==> config.mk <==
export PLATFORM = sky130hd
export DESIGN_NAME = grf_write_arbiter
export DESIGN_NICKNAME = d
export VERILOG_FILES = /design/src/rtl/grf_write_arbiter.sv
export SDC_FILE = /design/constraint.sdc
export NUM_CORES = 1
export LEC_CHECK = 0
export ABC_CLOCK_PERIOD_IN_PS = 6400
export CORE_UTILIZATION = 58
export DETAILED_ROUTE_END_ITERATION = 6
export GPL_TIMING_DRIVEN = 0
export PLACE_DENSITY_LB_ADDON = 0.12
export SLEW_MARGIN = 10
export SYNTH_ARGS = -nofsm -noshare
export SYNTH_HDL_FRONTEND = slang
export SYNTH_SLANG_ARGS = --single-unit
==> constraint.sdc <==
create_clock -name clk -period 6.4 [get_ports clk]
set_clock_uncertainty 0.1 [all_clocks]
set_input_delay 1.92 -clock clk [delete_from_list [all_inputs] [get_ports clk]]
set_output_delay 1.92 -clock clk [all_outputs]
set_load 0.05 [all_outputs]
==> src/rtl/grf_write_arbiter.sv <==
// GRF write-port arbiter: in-order writeback has priority over a small FIFO of late results.
// Optional committed-write trace enabled by defining GRF_TRACE_EN.
module grf_write_arbiter #(
  parameter int unsigned DEPTH = 4,
  parameter int unsigned AW    = 2
) (
  input  logic          clk,
  input  logic          reset,
  input  logic          p_we,
  input  logic [4:0]    p_addr,
  input  logic [31:0]   p_data,
  input  logic [31:0]   p_pc,
  input  logic          s_valid,
  output logic          s_ready,
  input  logic [4:0]    s_addr,
  input  logic [31:0]   s_data,
  input  logic [31:0]   s_pc,
  output logic          grf_we,
  output logic [4:0]    grf_a3,
  output logic [31:0]   grf_wd3,
  output logic [31:0]   grf_pc,
  input  logic [4:0]    q_addr1,
  input  logic [4:0]    q_addr2,
  output logic          q_pend1,
  output logic          q_pend2,
  output logic [AW:0]   level
);

  typedef struct packed {
    logic [4:0]  addr;
    logic [31:0] data;
    logic [31:0] pc;
  } wr_t;

  wr_t              fifo_mem [DEPTH];
  logic [DEPTH-1:0] fifo_vld;
  logic [DEPTH-1:0] fifo_kill;
  logic [AW-1:0]    wr_ptr;
  logic [AW-1:0]    rd_ptr;
  logic [AW:0]      count;

  logic full;
  logic enq;
  logic p_acc;
  logic pop;
  wr_t  head;

  always_comb begin
    full    = (count == (AW+1)'(DEPTH));
    s_ready = !full;
    p_acc   = p_we && (p_addr != 5'd0);
    enq     = s_valid && !full && (s_addr != 5'd0);
    pop     = !p_acc && (count != '0);
    head    = fifo_mem[rd_ptr];
    level   = count;
  end

  // Payload storage needs no reset; validity is tracked by fifo_vld.
  always_ff @(posedge clk) begin
    if (enq) fifo_mem[wr_ptr] <= '{addr: s_addr, data: s_data, pc: s_pc};
  end

  always_ff @(posedge clk) begin
    if (!reset) begin
      wr_ptr    <= '0;
      rd_ptr    <= '0;
      count     <= '0;
      fifo_vld  <= '0;
      fifo_kill <= '0;
      grf_we    <= 1'b0;
      grf_a3    <= 5'd0;
      grf_wd3   <= 32'd0;
      grf_pc    <= 32'd0;
    end else begin
      // An accepted primary write supersedes every older queued write to the same register.
      for (int unsigned i = 0; i < DEPTH; i++) begin
        if (p_acc && fifo_vld[i] && (fifo_mem[i].addr == p_addr)) fifo_kill[i] <= 1'b1;
      end
      if (pop) begin
        fifo_vld[rd_ptr]  <= 1'b0;
        fifo_kill[rd_ptr] <= 1'b0;
        rd_ptr            <= rd_ptr + AW'(1);
      end
      if (enq) begin
        fifo_vld[wr_ptr]  <= 1'b1;
        fifo_kill[wr_ptr] <= 1'b0;
        wr_ptr            <= wr_ptr + AW'(1);
      end
      case ({enq, pop})
        2'b10:   count <= count + (AW+1)'(1);
        2'b01:   count <= count - (AW+1)'(1);
        default: count <= count;
      endcase

      if (p_acc) begin
        grf_we  <= 1'b1;
        grf_a3  <= p_addr;
        grf_wd3 <= p_data;
        grf_pc  <= p_pc;
      end else if (pop && !fifo_kill[rd_ptr]) begin
        grf_we  <= 1'b1;
        grf_a3  <= head.addr;
        grf_wd3 <= head.data;
        grf_pc  <= head.pc;
      end else begin
        grf_we  <= 1'b0;
      end
    end
  end

  // Pending-write lookup for the hazard unit.
  always_comb begin
    q_pend1 = grf_we && (grf_a3 == q_addr1);
    q_pend2 = grf_we && (grf_a3 == q_addr2);
    for (int unsigned i = 0; i < DEPTH; i++) begin
      if (fifo_vld[i] && !fifo_kill[i] && (fifo_mem[i].addr == q_addr1)) q_pend1 = 1'b1;
      if (fifo_vld[i] && !fifo_kill[i] && (fifo_mem[i].addr == q_addr2)) q_pend2 = 1'b1;
    end
    if (q_addr1 == 5'd0) q_pend1 = 1'b0;
    if (q_addr2 == 5'd0) q_pend2 = 1'b0;
  end

`ifdef GRF_TRACE_EN
  always_ff @(posedge clk) begin
    if (grf_we && (grf_a3 != 5'd0)) $display("%d@%h: $%d <= %h", $time, grf_pc, grf_a3, grf_wd3);
  end
`endif

endmodule

==> flow_metrics.env <==
export IMPL_outcome="complete, no violations"
export IMPL_min_path_type="reg -> reg"
export IMPL_die_h_um=163
export IMPL_routed_wl_mm=34.2
export IMPL_route_detailed_drc=0
export IMPL_wl_per_cell_um=22.6
export IMPL_num_vias=8826
export IMPL_yosys_warnings=0
export IMPL_ir_drop_mv=0.323
export IMPL_min_period_over_period=0.932
export IMPL_synthAdderAreaFrac=0.00882
export IMPL_io_buffer_count=211
export IMPL_rsz0062_at_grt="false"
export IMPL_crit_fanout=6
export IMPL_overflow=0
export IMPL_tns_ns=0
export IMPL_power_density_nw_per_um2=418
export IMPL_cts_made_buffers=38
export IMPL_critPathRequiredTime_ns=4.38
export IMPL_initial_core_util=0.594
export IMPL_postRouteAntennaNets=0
export IMPL_htreeDepth=2
export IMPL_placed_cells=1443
export IMPL_synth_compound_area_frac=0.0566
export IMPL_drt_pass1_iterations=5
export IMPL_row_count=58
export IMPL_core_sq_um=25300
export IMPL_grt_pass1_vias=8977
export IMPL_worstMarginPinSlew_ns=0.813
export IMPL_via_per_inst=5.83
export IMPL_cp_end_kind="output port"
export IMPL_gp_congestion=0.871
export IMPL_hold_violations=0
export IMPL_tritoncts="yes"
export IMPL_drtIter0Drc=708
export IMPL_synth_top_family_by_area="multiplexers"
export IMPL_finalSetupViolCount=0
export IMPL_power_leakage_nw=7.05
export IMPL_syn_inst=898
export IMPL_postSynthAreaPerCell_sq_um=16.7
export IMPL_cts_resized=0
export IMPL_die_area_sq_um=26600
export IMPL_clk_pin_slew_ns=0.06
export IMPL_arrival_ns=3.95
export IMPL_nets=1315
export IMPL_die_w_um=163
export IMPL_area_delta_synth_final_pct=26.0
export IMPL_synth_area_leader_cell="edfxtp_1"
export IMPL_grt_pass1_wl_mm=51.2
export IMPL_place_detailed_hpwl_mm=22.5
export IMPL_grt_max_degree=54
export IMPL_numClockSinks=363
export IMPL_synthDistinctLibCells=37
export IMPL_holdBufCountCts=0
export IMPL_insertion_delay_ns=0.51
export IMPL_start_kind="primary input"
export IMPL_fillers=1593
export IMPL_power_total_w=0.00793
export IMPL_drive_gt1_frac=0.146
export IMPL_layout_cells_non_filler=1514
export IMPL_ys_top_cells_by_area="edfxtp_1 55%, dfxtp_1 12%, mux4_2 10%"
export IMPL_antenna_found_initial=5
export IMPL_grtUsageTotal=0.261
export IMPL_clockBufferDepth=3
export IMPL_drv_slew=0
export IMPL_most_common_layout_cells="276 x edfxtp_1, 211 x clkdlybuf4s50_1, 87 x dfxtp_1, 85 x nand2_1, 70 x mux4_2"
export IMPL_cts_root_buf="clkbuf_16"
export IMPL_seq_area_frac_synth=0.667
export IMPL_post_cts_buffers=0
export IMPL_syn_area_sq_um=15000
export IMPL_synth_xor_area_share=0.0431
export IMPL_muxShareOfSynthArea=0.148
export IMPL_post_route_min_period_ns=5.97
export IMPL_synth_nets=1060
export IMPL_ys_ff_latch=363
export IMPL_maxCapViolations=0
export IMPL_fmax_ghz=0.168
export IMPL_relSlewSlack=0.458
export IMPL_yosys_area_share_simple=0.0444
export IMPL_worstSetupPathType="in -> out"
export IMPL_final_common_cell="edfxtp_1"
export IMPL_yosysTopAreaCellShare=0.551
export IMPL_pin_count=228
## final timing paths
kind                               start                     end  slack [ns]  cells after the start
setup / recovery              q_addr1[1]                 q_pend1        0.43                      7
hold / removal    fifo_vld[0]$_SDFF_PN0_  fifo_vld[0]$_SDFF_PN0_        0.39                      2
setup reg to reg   level[2]$_SDFFE_PN0P_   level[2]$_SDFFE_PN0P_        3.67                     10
hold reg to reg   fifo_vld[0]$_SDFF_PN0_  fifo_vld[0]$_SDFF_PN0_        0.39                      2
## worst max-delay path, stage by stage
cell             delay, ns
clkbuf_1              0.38
xnor2_1               0.19
nand4_1               0.11
nor3_1                0.26
a311oi_1              0.09
a21oi_1               0.17
clkdlybuf4s50_1       0.82
## metal layers
metal  part of all wire  up-vias  GRT usage  wire (um)
li1                   -     3987          -          -
met1               0.41     4466      0.343      14000
met2               0.51      325      0.446      17400
met3              0.062       48     0.0497       2110
met4              0.019        0     0.0714        658
met5                  0        -          0          0
## sequential cells by signal, summed over array words and instances (netlist names), named ones only
name / cells
rd_ptr: 2
grf_wd3: 32
grf_we: 1
wr_ptr: 2
fifo_vld: 4
grf_a3: 5
level: 3
fifo_mem: 276
grf_pc: 32
fifo_kill: 4
## layout make-up
type	instances	area, sq um	share of cell area
diodes	3	7.51	0.000396
plain buffers	67	433	0.0228
clock buffers	53	1060	0.0558
clock inverters	15	214	0.0113
inverters	12	55.1	0.00291
multi-input cells	456	4530	0.239
flip-flops and latches	363	10000	0.529
well taps	330	413	0.0218
repair buffers	215	2210	0.117
## logic make-up after synthesis
group,count (synthesis)
fa+ha+maj,10
simple gates,146
compound gates,91
buf+inv,79
flops,363
xor+xnor,74
mux,135
## synth_stat cells
| cell type | n |
|---|---|
| edfxtp_1 | 276 |
| dfxtp_1 | 87 |
| nand2_1 | 85 |
| mux4_2 | 70 |
| o211a_1 | 69 |
| mux2i_1 | 65 |
| xnor2_1 | 57 |
| clkbuf_1 | 27 |
| buf_6 | 19 |
| xor2_1 | 17 |
| nor3_1 | 14 |
| nand4_1 | 12 |
| inv_1 | 11 |
| buf_2 | 10 |
| ha_1 | 9 |
| nand3_1 | 8 |
| and2_1 | 7 |
| buf_4 | 7 |
| a21oi_1 | 6 |
| nor2_1 | 5 |
| a21boi_1 | 4 |
| buf_1 | 4 |
| nand2b_1 | 4 |
| o2111a_1 | 4 |
| or4_1 | 4 |
| nor2b_1 | 2 |
| nor4_1 | 2 |
| o21ai_0 | 2 |
| o21ai_2 | 2 |
| or3_1 | 2 |
| a21boi_0 | 1 |
| a311oi_1 | 1 |
| a31oi_1 | 1 |
| fa_1 | 1 |
| inv_2 | 1 |
| o21ai_1 | 1 |
| or3b_1 | 1 |
## power by group
part           internal [W]  leakage [nW]  switching, W
clock network       0.00136         0.618      0.000872
registers           0.00291          3.25      0.000182
logic               0.00110          3.18       0.00151
total               0.00536          7.05       0.00256
## stage by stage
stage / utilization / setup slack, ns / hold slack (ns) / instance area (sq um)
after floorplan: - / 0.907 / 0.349 / 15000
after global placement: 0.693 / 0.134 / 0.364 / 17600
after detailed placement: 0.698 / 0.463 / 0.376 / 17700
after CTS: 0.748 / 0.457 / 0.384 / 18900
after global routing: 0.748 / 0.362 / 0.405 / 18900
final: 0.748 / 0.435 / 0.386 / 19000
No activity file was read; power rests on OpenSTA's default activity.
